--- src/rtl/pif_regseq.sv ---
// pif_regseq: register-access sequencer between the I2C slave byte interface
// and the PIF register file. Received bytes are decoded by their 2-bit tag:
//   tag 2'b01 (A_ADDR): load the address pointer with the payload
//   tag 2'b10 (D_ADDR): write the payload to the register at the pointer
//   tag 2'b00 / 2'b11 : invalid, byte discarded and counted as an error
// Slave read requests fetch the register at the pointer and hand the byte
// back on tx_data/tx_valid. Bus accesses abort after TIMEOUT cycles without
// reg_ack. This block is the only master of the register bus, and the
// pointer persists across I2C STOP/START.
//
// Optional feature macro: PIF_REGSEQ_AUTOINC_EN -- when defined, the pointer
// increments (mod 2^ADDR_BITS) after every acked write or read.
//
// Ports:
//   sys_clk, sys_rst     clock, synchronous active-high reset
//   rx_valid, rx_data    received byte strobe and byte ([7:6] tag, [5:0] payload)
//   i2c_stop             STOP condition strobe (no effect on sequencing)
//   tx_req               slave requests the next read byte
//   tx_data, tx_valid    byte returned to the slave, 1-cycle strobe
//   reg_addr, reg_wdata  register bus address / write data
//   reg_we, reg_re       register bus write / read request, held to ack or timeout
//   reg_rdata, reg_ack   register bus read data / access complete
//   busy                 sequencer not idle
//   err_cnt              saturating count of timeouts, overruns and bad tags
module pif_regseq #(
  parameter int unsigned ADDR_BITS = 6,
  parameter int unsigned TIMEOUT   = 15,
  parameter int unsigned ERR_BITS  = 4
) (
  input  logic                 sys_clk,
  input  logic                 sys_rst,
  input  logic                 rx_valid,
  input  logic [7:0]           rx_data,
  input  logic                 i2c_stop,
  input  logic                 tx_req,
  output logic [7:0]           tx_data,
  output logic                 tx_valid,
  output logic [ADDR_BITS-1:0] reg_addr,
  output logic [ADDR_BITS-1:0] reg_wdata,
  output logic                 reg_we,
  output logic                 reg_re,
  input  logic [7:0]           reg_rdata,
  input  logic                 reg_ack,
  output logic                 busy,
  output logic [ERR_BITS-1:0]  err_cnt
);

  localparam int unsigned CNT_BITS = (TIMEOUT > 1) ? $clog2(TIMEOUT) : 1;
  localparam int unsigned SUM_BITS = ERR_BITS + 2;
  localparam logic [1:0] TAG_A_ADDR = 2'b01;
  localparam logic [1:0] TAG_D_ADDR = 2'b10;
  localparam logic [ERR_BITS-1:0] ERR_MAX = '1;

  typedef enum logic [1:0] {
    ST_IDLE = 2'd0,
    ST_WR   = 2'd1,
    ST_RD   = 2'd2
  } state_t;

  state_t                state, state_d;
  logic [ADDR_BITS-1:0]  ptr, ptr_d, ptr_next_c;
  logic [CNT_BITS-1:0]   cnt, cnt_d;
  logic [7:0]            tx_data_d;
  logic                  tx_valid_d;
  logic [ADDR_BITS-1:0]  reg_addr_d, reg_wdata_d;
  logic                  reg_we_d, reg_re_d, busy_d;
  logic [ERR_BITS-1:0]   err_d;
  logic                  ev_a, ev_b, ev_c;
  logic [SUM_BITS-1:0]   err_sum;
  logic [1:0]            tag_c;
  logic [ADDR_BITS-1:0]  payload_c;
  logic                  tmo_c;
  logic                  unused_ok;

  assign tag_c     = rx_data[7:6];
  assign payload_c = rx_data[ADDR_BITS-1:0];
  // Abort on the last of TIMEOUT request cycles.
  assign tmo_c     = (cnt == CNT_BITS'(TIMEOUT - 1));
  // STOP has no effect on sequencing; the pointer survives it.
  assign unused_ok = i2c_stop;

  // Pointer value after a completed access.
`ifdef PIF_REGSEQ_AUTOINC_EN
  assign ptr_next_c = ptr + ADDR_BITS'(1);
`else
  assign ptr_next_c = ptr;
`endif

  // State and output registers.
  always_ff @(posedge sys_clk) begin
    if (sys_rst) begin
      state     <= ST_IDLE;
      ptr       <= '0;
      cnt       <= '0;
      tx_data   <= 8'h00;
      tx_valid  <= 1'b0;
      reg_addr  <= '0;
      reg_wdata <= '0;
      reg_we    <= 1'b0;
      reg_re    <= 1'b0;
      busy      <= 1'b0;
      err_cnt   <= '0;
    end else begin
      state     <= state_d;
      ptr       <= ptr_d;
      cnt       <= cnt_d;
      tx_data   <= tx_data_d;
      tx_valid  <= tx_valid_d;
      reg_addr  <= reg_addr_d;
      reg_wdata <= reg_wdata_d;
      reg_we    <= reg_we_d;
      reg_re    <= reg_re_d;
      busy      <= busy_d;
      err_cnt   <= err_d;
    end
  end

  // Next-state and next-output logic. Up to three error events can occur
  // in one cycle (ev_a/b/c); each one counts.
  always_comb begin
    state_d     = state;
    ptr_d       = ptr;
    cnt_d       = cnt;
    tx_data_d   = tx_data;
    tx_valid_d  = 1'b0;
    reg_addr_d  = reg_addr;
    reg_wdata_d = reg_wdata;
    reg_we_d    = 1'b0;
    reg_re_d    = 1'b0;
    ev_a        = 1'b0;
    ev_b        = 1'b0;
    ev_c        = 1'b0;

    case (state)
      ST_IDLE: begin
        cnt_d = '0;
        if (rx_valid) begin
          // rx_valid has priority; a coincident read request is lost.
          ev_b = tx_req;
          case (tag_c)
            TAG_A_ADDR: ptr_d = payload_c;
            TAG_D_ADDR: begin
              reg_wdata_d = payload_c;
              reg_addr_d  = ptr;
              reg_we_d    = 1'b1;
              state_d     = ST_WR;
            end
            default: ev_a = 1'b1;
          endcase
        end else if (tx_req) begin
          reg_addr_d = ptr;
          reg_re_d   = 1'b1;
          state_d    = ST_RD;
        end
      end

      ST_WR: begin
        ev_a = rx_valid;
        ev_b = tx_req;
        if (reg_ack) begin
          ptr_d   = ptr_next_c;
          state_d = ST_IDLE;
        end else if (tmo_c) begin
          ev_c    = 1'b1;
          state_d = ST_IDLE;
        end else begin
          reg_we_d = 1'b1;
          cnt_d    = cnt + CNT_BITS'(1);
        end
      end

      ST_RD: begin
        ev_a = rx_valid;
        ev_b = tx_req;
        if (reg_ack) begin
          tx_data_d  = reg_rdata;
          tx_valid_d = 1'b1;
          ptr_d      = ptr_next_c;
          state_d    = ST_IDLE;
        end else if (tmo_c) begin
          tx_data_d  = 8'hFF;
          tx_valid_d = 1'b1;
          ev_c       = 1'b1;
          state_d    = ST_IDLE;
        end else begin
          reg_re_d = 1'b1;
          cnt_d    = cnt + CNT_BITS'(1);
        end
      end

      default: state_d = ST_IDLE;
    endcase

    busy_d  = (state_d != ST_IDLE);
    err_sum = SUM_BITS'(err_cnt) + SUM_BITS'(ev_a) + SUM_BITS'(ev_b) + SUM_BITS'(ev_c);
    err_d   = (err_sum > SUM_BITS'(ERR_MAX)) ? ERR_MAX : err_sum[ERR_BITS-1:0];
  end

endmodule

--- config.mk ---
export PLATFORM = sky130hd
export DESIGN_NAME = pif_regseq
export DESIGN_NICKNAME = d
export VERILOG_FILES = /design/src/rtl/pif_regseq.sv
export SDC_FILE = /design/constraint.sdc
export NUM_CORES = 1
export LEC_CHECK = 0
export ABC_AREA = 1
export ABC_CLOCK_PERIOD_IN_PS = 2650
export CORE_MARGIN = 3
export CORE_UTILIZATION = 43
export CTS_BUF_LIST = sky130_fd_sc_hd__clkbuf_16
export DETAILED_ROUTE_END_ITERATION = 6
export PLACE_DENSITY = 0.81
export SLEW_MARGIN = 20
export SYNTH_ARGS = -nofsm -noshare
export SYNTH_HDL_FRONTEND = slang
export SYNTH_SLANG_ARGS = --single-unit
--- constraint.sdc ---
create_clock -name sys_clk -period 2.65 [get_ports sys_clk]
set_input_delay 0.3975 -clock sys_clk [delete_from_list [all_inputs] [get_ports sys_clk]]
set_output_delay 0.3975 -clock sys_clk [all_outputs]
set_load 0.05 [all_outputs]
== Yosys cells after proc, flatten, opt, wreduce, memory -nomap -nowiden ==
Index checks and enable logic that the tools add are counted.

* $add $sub $neg: 4
* Magnitude comparators: 1
* Eq/ne operators: 8
* Mux-type cells: 32
* Bitwise logic cells: 1
* Reduce and logical (&&, ||, !) cells: 13

{| class="wikitable"
|+ Operators by type and width
! operator !! count
|-
| two-way mux 6 bit || 3
|-
| two-way mux 8 bit || 2
|-
| two-way mux 1 bit || 13
|-
| two-way mux 4 bit || 3
|-
| AND reduction 3 bit || 4
|-
| two-way mux 2 bit || 5
|-
| one-hot mux 1 bit (2 select lines) || 4
|-
| one-hot mux 4 bit (2 select lines) || 1
|-
| nonzero test 2 bit || 4
|-
| adder 5 x 1 -> 6 bit || 1
|-
| adder 6 x 1 -> 6 bit || 1
|-
| > comparator 6 x 4 -> 1 bit (second input constant) || 1
|-
| OR reduction 2 bit || 3
|-
| adder 4 x 1 -> 5 bit || 1
|-
| adder 4 x 1 -> 4 bit (second input constant) || 1
|-
| == test 2 x 1 -> 1 bit (second input constant) || 2
|-
| == test 2 bit (second input constant) || 2
|-
| == test 4 bit (second input constant) || 1
|-
| != test 2 bit (second input constant) || 2
|-
| one-hot mux 2 bit (2 select lines) || 1
|-
| zero test 2 bit || 1
|-
| != test 2 x 1 -> 1 bit (second input constant) || 1
|-
| AND reduction 2 bit || 1
|-
| NOT 1 bit || 1
|}

* Flip-flop bits (word level): 40
* Input bits: 22
* Output and inout bits: 28
* Logic and storage cells: 70

== Depth between registers and ports, before layout ==
Gate-level depths: netlist (run 1).

* Depth in word-level cells: 10
* Gate-level depth with buffers: 14
* Depth with buffers taken out: 13

== Least setup slack after synthesis (run 1) ==
No wires, ideal clock.

* Path kind: flip-flop to flip-flop
* From: register state[0]
* To: register err_cnt[0]
* Setup time: 0.070 ns
* Arrival: 2.660 ns
* Required time: 2.580 ns
* Setup slack: -0.080 ns
* Stages on the path, launching flop included: 14
* Buffers on the path: 1
* Clock period less this slack: 2.730 ns
* Cell sequence: dfxtp_1 -> inv_1 -> ha_1 -> clkbuf_1 -> nand4_1 -> or2_1 -> fa_1 -> inv_1 -> ha_1 -> inv_1 -> fa_1 -> inv_1 -> nand3_1 -> a21oi_1

* Word-level cells in the longest chain between the ends: 8
* Elaborated cells between the ends (all ways): 12
* Classes of those cells: add/sub (3); order compare (1); eq/ne (2); mux (4); reduce/logical (2)

{| class="wikitable"
|+ RTL lines
! what !! line !! source
|-
| start: declaration || 60 || <nowiki>state_t state, state_d;</nowiki>
|-
| start signal: assignment || 104 || <nowiki>state <= state_d;</nowiki>
|-
| == test 2 bit or == test 2 x 1 -> 1 bit (tied branches) || 134 || <nowiki>case (state)</nowiki>
|-
| OR reduction 2 bit (no source line) || n/a ||
|-
| one-hot mux 1 bit (2 select lines) || 134 ||
|-
| adder 4 x 1 -> 5 bit || 195 || <nowiki>err_sum = SUM_BITS'(err_cnt) + SUM_BITS'(ev_a) + SUM_BITS'(ev_b) + SUM_BITS'(ev_c);</nowiki>
|-
| adder 5 x 1 -> 6 bit || 195 ||
|-
| adder 6 x 1 -> 6 bit * || 195 ||
|-
| > comparator 6 x 4 -> 1 bit || 196 || <nowiki>err_d = (err_sum > SUM_BITS'(ERR_MAX)) ? ERR_MAX : err_sum[ERR_BITS-1:0];</nowiki>
|-
| two-way mux 4 bit * || 196 ||
|-
| end signal: assignment || 114 || <nowiki>err_cnt <= err_d;</nowiki>
|-
| end: declaration || 45 || <nowiki>output logic [ERR_BITS-1:0] err_cnt</nowiki>
|}

Every way passes the cells marked *; elsewhere a longest branch is shown, timed or not.
A chain may end at the register's enable or synchronous reset.

== Final worst setup path (run 1) ==
* From: register state[0]
* To: register err_cnt[2]

Same word-level chain as after synthesis.

==> metrics.md, run 1 <==
| Metric | Value |
|---|---|
| Status | finished, final reports clean |
| Sink Count | 40 |
| Syn Area/Cell | between 7 and 8 um^2 |
| Max cap viols | 0 |
| Critical path's most frequent cell | inv_2 |
| Placer congestion estimate | 0.7733 |
| Hold Path Cell Cnt | 2 |
| Die height | between 70 and 80 um |
| Total number of H-tree levels | 2 |
| Share of cells above drive strength 1 | 0.1399 |
| Layout Nets | around 330 |
| Hold endpoint | tx_data[1] |
| Post-synth EDFFs | 0 |
| Crit path kind | reg2reg |
| Final wirelength | roughly 4.1 mm |
| Vias | around 1.7k |
| Storage element area | 803.3 um^2 |
| Ys async rst share | 0 |
| Worst hold margin | about 0.44 ns |
| Critical-path top delay cell | fa_1 |
| Startpoint types | flop |
| # IOs | 50 |
| CP cell instances | inv_2, ha_4, nand4_1, or2_1, fa_1, inv_1, ha_2, inv_2, fa_2, inv_2, o21ai_0, a31oi_1 |
| Placed instance area | 2386 um^2 |
| HPWL Detailed | 2.878 mm |
| Die Area | 5041 um^2 |
| Synthesized net count | roughly 270 |
| DRC Markers | 0 |
| Vias per Instance | 4.918 |
| CP max stage delay | 0.43 ns |
| Number of global-route vias before repair | about 1.6k |
| Relative slew slack | 0.6557 |
| # diodes | 0 |
| Post-Synthesis Cells | 233 |
| Synth Register Bits | 40 |
| Final non-filler cell total | between 300 and 400 |
| Number of fill cells | 337 |
| CP delay by family, top | adder cells |
| Starting density of the core | 0.4509 |
| Most common cell after layout, fill and taps aside | clkdlybuf4s50_1 |
| Distinct cells, synth | 25 |
| Final Cell Area | about 2600 um^2 |
| Die X | roughly 71 um |
| Clock-pin slew of the registers on the worst-case setup and hold paths | 0.06 ns |
| Synth Warn # | 0 |
| Crit Reg-Reg Endpoint | err_cnt[2] |
| Antenna-violating nets left | 0 |
| Clock latency on the worst-skew pair | 0.28 ns |
| Max Clock Skew | 0.003754 ns |
| Seq/Total Area, Yosys | 0.4408 |
| Final hold violations | 0 |
| RSZ-0062 raised after global routing | no |
| Worst-Margin Slew | 0.5149 ns |
| Grt ovf | 0 |
| Area delta synth->final | 42.56% |
| CTS tree | built |
| CTS Buf Count | 5 |
| Worst Path Max Fanout | 4 |
| Register-to-Register Setup Slack | 0.1 ns |
| Most frequent cells in the layout | 46 x clkdlybuf4s50_1, 39 x nand2_1, 38 x dfxtp_1, 37 x inv_1, 29 x a21oi_1 |
| Core Util, Final | 0.6429 |
| Drt wl/cell | ~12 um |
| Tmin final | 2.552 ns |
| Reg-to-reg startpoint | state[0] |
| Worst Hold Launch | tx_data[1] |
| HP Class | reg2reg |
| Mapped Area | 1817 um^2 |
| Achievable frequency | a little under 0.4 GHz |
| Cell Count Post-Placement | 333 |
| Power Dens Cells | 655.4 nW/um^2 |
| Port Buf Inserts | 48 |
| # rows | 23 |
| Detailed Route Iter0 Violations | 93 |
| First-pass GRT wire length | between 6 and 7 mm |
| CP Data Required Time | 2.86 ns |
| Slew Limit Fails | 0 |
| Cells on worst reg2reg path | 12 |
| Initial antenna violation count | 0 |
| Leakage | about 1.1 nW |
| Worst vdd ir | 0.0004093 V |
| Clk buf depth | 2 |
| Final period utilization | 0.9628 |
| Total power | roughly 1.7 mW |
| Core area | 4029 um^2 |
| Root Driver | clkbuf_16 |
| Largest net degree at the start of global routing | 27 |
| Pre-antenna DRT Iters | 5 |
| Prevailing post-synth register cell | dfxtp_1 |
| Final setup fails | 0 |
| Worst EP arrival | 2.76 ns |
| Footprint of the multi-input gates | around 830 um^2 |
| CP Capture Type | flop |
| Crit path buffers/inverters | 4 |
| Gr usage total | 0.1629 |
==> synth_stat cells (3+ instances only) <==
cell / count / area, um^2
inv_1: 40 / 150.1
o21ai_0: 11 / 55.05
clkbuf_1: 3 / 11.26
a21oi_1: 29 / 145.1
o21ai_2: 4 / 35.03
a21oi_2: 4 / 35.03
nand3_1: 14 / 70.07
ha_1: 10 / 125.1
o21ai_1: 8 / 40.04
dfxtp_1: 40 / 800.8
nor2_1: 11 / 41.29
buf_2: 3 / 15.01
nand2_1: 39 / 146.4
==> where the power goes <==
| group | leakage [nW] | internal, mW | total (mW) | switching (mW) |
|---|---|---|---|---|
| registers | 0.327 | 0.641 | 0.663 | 0.0214 |
| clock network | 0.0850 | 0.438 | 0.661 | 0.223 |
| logic | 0.709 | 0.145 | 0.374 | 0.229 |
==> worst max-delay path by stage <==
stage / startpoint / to / slack (ns) / cells past startpoint
finish: state[0] / err_cnt[2] / 0.1 / 12
global route: state[0] / err_cnt[2] / 0.002 / 12
CTS: rx_data[6] / err_cnt[2] / 0.01 / 13
detailed placement: rx_data[6] / err_cnt[2] / -0.31 / 13
global placement: rx_data[6] / err_cnt[2] / -0.24 / 13
floorplan: state[0] / err_cnt[0] / 0.03 / 13
==> per-layer routing <==
| metal | vias up | global-route usage | routed length [um] |
|---|---|---|---|
| li1 | 863 | - | - |
| met1 | 757 | 0.2037 | 1766 |
| met2 | 58 | 0.2729 | 2042 |
| met3 | 9 | 0.03409 | 251 |
| met4 | 0 | 0.06681 | 70 |
| met5 | - | 0 | 0 |
==> what timing repair did <==
item	CTS	global route
buffers inserted	0	2
setup endpoints to repair	3	4
resized for setup	3	8
gates cloned	0	0
hold buffers	0	0
pin swaps	1	6
==> layout make-up <==
cell class / instances / share of cell area
Sequential cell: 40 / 0.3101
Timing Repair Buffer: 59 / 0.2193
Inverter: 43 / 0.06280
Clock inverter: 3 / 0.01498
Clock buffer: 5 / 0.04831
Tap cell: 50 / 0.02415
Multi-Input combinational cell: 143 / 0.3203
==> state kept, by name, indices dropped and copies added (netlist names) <==
name	cells
err_cnt	4
cnt	4
reg_addr	6
reg_wdata	6
tx_valid	1
ptr	6
reg_we	1
tx_data	8
reg_re	1
state	2
busy	1
==> worst reg2reg max path, stage by stage (launching register included) <==
cell and delay [ns]:
dfxtp_2 0.34, inv_2 0.05, ha_4 0.28, nand4_1 0.12, or2_1 0.28, fa_1 0.43
inv_1 0.07, ha_2 0.18, inv_2 0.04, fa_2 0.37, inv_2 0.08, o21ai_0 0.07
a31oi_1 0.16
==> kinds of logic after synthesis <==
group	after synthesis	share of synthesized area
AOI/OAI and AO/OA	58	0.1784
DFF	40	0.4408
buffers and inverters	50	0.1123
adders and majority gates	12	0.09091
and+or+nand+nor	73	0.1777
==> stage by stage <==
step	setup TNS, ns	worst slack [ns]
2_1_floorplan	0	0.02689
3_3_place_gp	-0.8201	-0.2367
3_5_place_dp	-1.122	-0.3103
4_1_cts	0	0.01131
5_1_grt	0	0.001883
6_report	0	0.09848
No activity file was read; power rests on OpenSTA's default activity.
==> run 2, diff against run 1 <==
CELL_PAD_IN_SITES_DETAIL_PLACEMENT = 1   (was default)
CELL_PAD_IN_SITES_GLOBAL_PLACEMENT = 1   (was default)
CORE_UTILIZATION = 31   (was 43)
==> run 2 against run 1 <==
Critical path type unchanged. Critical path depth did not move. Final cell count up 6.4%. Worst hold slack improved by 0.0034 ns. Global-route usage is 0.81 points lower. Register-to-register slack improved by 0.03 ns. Via count rose by 0.83%. Design area increased by 0.82%. Core utilization decreased by 17 points. First-iteration DRC count fell by 72%. Die area grew 35%.
==> metrics.md, run 2 (synthesized netlist as in run 1, its figures left out) <==
| Metric | Value |
|---|---|
| Largest net degree at the start of global routing | 27 (unchanged) |
| Number of global-route vias before repair | 1,785 (+15%) |
| # diodes | 0 (unchanged) |
| Final setup fails | 0 (unchanged) |
| Pre-antenna DRT Iters | 4 (-1) |
| Final hold violations | 0 (unchanged) |
| Gr usage total | 0.1549 (-0.008062) |
| Initial antenna violation count | 0 (unchanged) |
| Clock-pin slew of the registers on the worst-case setup and hold paths | 0.06 ns (about the same) |
| Die height | 82.56 um (+16%) |
| CP Data Required Time | 2.81 ns (-0.05 ns) |
| # IOs | 50 (unchanged) |
| Startpoint types | flop |
| Port Buf Inserts | 48 (unchanged) |
| Leakage | 1.091 nW (-2.7%) |
| Most common cell after layout, fill and taps aside | clkdlybuf4s50_1 |
| Vias per Instance | 4.660 (-5.2%) |
| Core Util, Final | 0.4685 (-0.1744) |
| Starting density of the core | 0.3259 (-0.1250) |
| HPWL Detailed | 3.619 mm (+26%) |
| Final period utilization | 0.9506 (-0.01225) |
| DRC Markers | 0 (unchanged) |
| CTS tree | built |
| Vias | 1,701 (+0.83%) |
| Grt ovf | 0 (unchanged) |
| Root Driver | clkbuf_16 |
| Final wirelength | 4.883 mm (+18%) |
| Tmin final | 2.519 ns (-0.03246 ns) |
| Largest Register | tx_data |
| Worst vdd ir | 0.0002996 V (-27%) |
| Most frequent cells in the layout | 46 x clkdlybuf4s50_1, 39 x nand2_1, 38 x dfxtp_1, 36 x inv_1, 27 x a21oi_1 |
| Max cap viols | 0 (unchanged) |
| Share of cells above drive strength 1 | 0.1536 (+0.01365) |
| First-pass GRT wire length | 8.155 mm (+23%) |
| Crit path kind | reg2reg |
| Power Dens Cells | 625.7 nW/um^2 (-4.5%) |
| Core area | 5574 um^2 (+38%) |
| Max Clock Skew | 0.005138 ns (+0.001384 ns) |
| Clk buf depth | 2 (unchanged) |
| RSZ-0062 raised after global routing | yes |
| Die X | 82.56 um (+16%) |
| Antenna-violating nets left | 0 (unchanged) |
| Relative slew slack | 0.6497 (-0.006022) |
| Status | finished, final reports clean |
| Total number of H-tree levels | 2 (unchanged) |
| Area delta synth->final | 43.73% |
| # rows | 27 (+17%) |
| Achievable frequency | 0.3970 GHz (+1.3%) |
| Number of fill cells | 677 (+100%) |
| Slew Limit Fails | 0 (unchanged) |
| CTS Buf Count | 5 (unchanged) |
| Number of flip-flops in the largest register | 8 (unchanged) |
| # hold bufs at CTS | 0 (unchanged) |
| Clock latency on the worst-skew pair | 0.28 ns (about the same) |
| Worst EP arrival | 2.68 ns (-0.08 ns) |
| Placer congestion estimate | 0.7651 (-1.1%) |
| Worst hold margin | 0.4481 ns (+0.003355 ns) |
| Layout Nets | 326 (unchanged) |
| HP Class | reg2reg |
| Sink Count | 40 (unchanged) |
| Die Area | 6815 um^2 (+35%) |
| CP Capture Type | flop |
| Detailed Route Iter0 Violations | 26 (-72%) |
| Worst Path Max Fanout | 3 (-1) |
| Worst-Margin Slew | 0.5239 ns (+0.009005 ns) |
| Drt wl/cell | 13.38 um (+11%) |
[run 2: cell types whose count changed in the layout (fill, tap and decap cells not counted), sizes merged]
cell,previous run,this run
clkinvlp,0,2
bufinv,1,0
dlygate4sd2,0,1
dlymetal6s2s,2,1
inv,43,42
[run 2: timing repair]
| action | in CTS | in global routing |
|---|---|---|
| setup buffers | 1 | 1 |
| endpoints found under the setup margin | 3 | 4 |
| gates resized for setup | 6 | 10 |
| pin swaps | 2 | 3 |
[run 2: final cells by class]
cell class	instances	area [um^2]	area share
clock buffers	5	125.1	0.04792
clock inverters	3	18.77	0.007187
inverters	43	162.7	0.06229
multi-input cells	143	847.1	0.3244
flip-flops and latches	40	803.3	0.3076
well taps	72	90.09	0.03450
repair buffers	59	564.3	0.2161
[run 2: worst max-delay path, cell delays in order, from the launching register on]
cell	delay, ns
dfxtp_2	0.34
inv_2	0.05
ha_4	0.28
nand4_1	0.11
or2_1	0.29
fa_1	0.44
inv_1	0.09
ha_2	0.19
inv_2	0.04
fa_2	0.32
inv_2	0.08
buf_4	0.12
a31oi_1	0.06
[run 2: final timing paths]
path / startpoint / endpoint / slack [ns] / cells after the start
min: tx_data[6] / tx_data[6] / 0.45 / 2
max reg2reg: state[0] / err_cnt[2] / 0.13 / 12
max: state[0] / err_cnt[2] / 0.13 / 12
min reg2reg: tx_data[6] / tx_data[6] / 0.45 / 2
[run 2: metrics by stage]
stage / cell area, um^2 / power [mW] / worst slack, ns / std cells / TNS (ns)
final: 2611 / 1.634 / 0.1309 / 365 / 0
after CTS: 2584 / 1.648 / 0.01875 / 364 / 0
after global placement: 2414 / 1.036 / -0.2467 / 355 / -0.8571
after detailed placement: 2414 / 1.050 / -0.4378 / 355 / -1.541
after global routing: 2611 / 1.721 / -0.06127 / 365 / -0.1473
after floorplan: 1818 / 0.9110 / 0.02689 / 233 / 0
[run 2: per-layer routing]
| metal | share of wire | global-route usage | up-vias | routed length, um |
|---|---|---|---|---|
| met4 | 0.013 | 0.04902 | 0 | 62 |
| met3 | 0.033 | 0.03037 | 5 | 163 |
| met2 | 0.50 | 0.2724 | 32 | 2447 |
| li1 | - | - | 861 | - |
| met5 | 0 | 0 | - | 0 |
| met1 | 0.45 | 0.1891 | 803 | 2210 |
[run 2: report_power, final]
part	internal (mW)	total [mW]	leakage (nW)	switching (mW)
clock	0.345	0.584	0.0635	0.239
combinational	0.146	0.385	0.701	0.240
sequential	0.641	0.665	0.327	0.0234
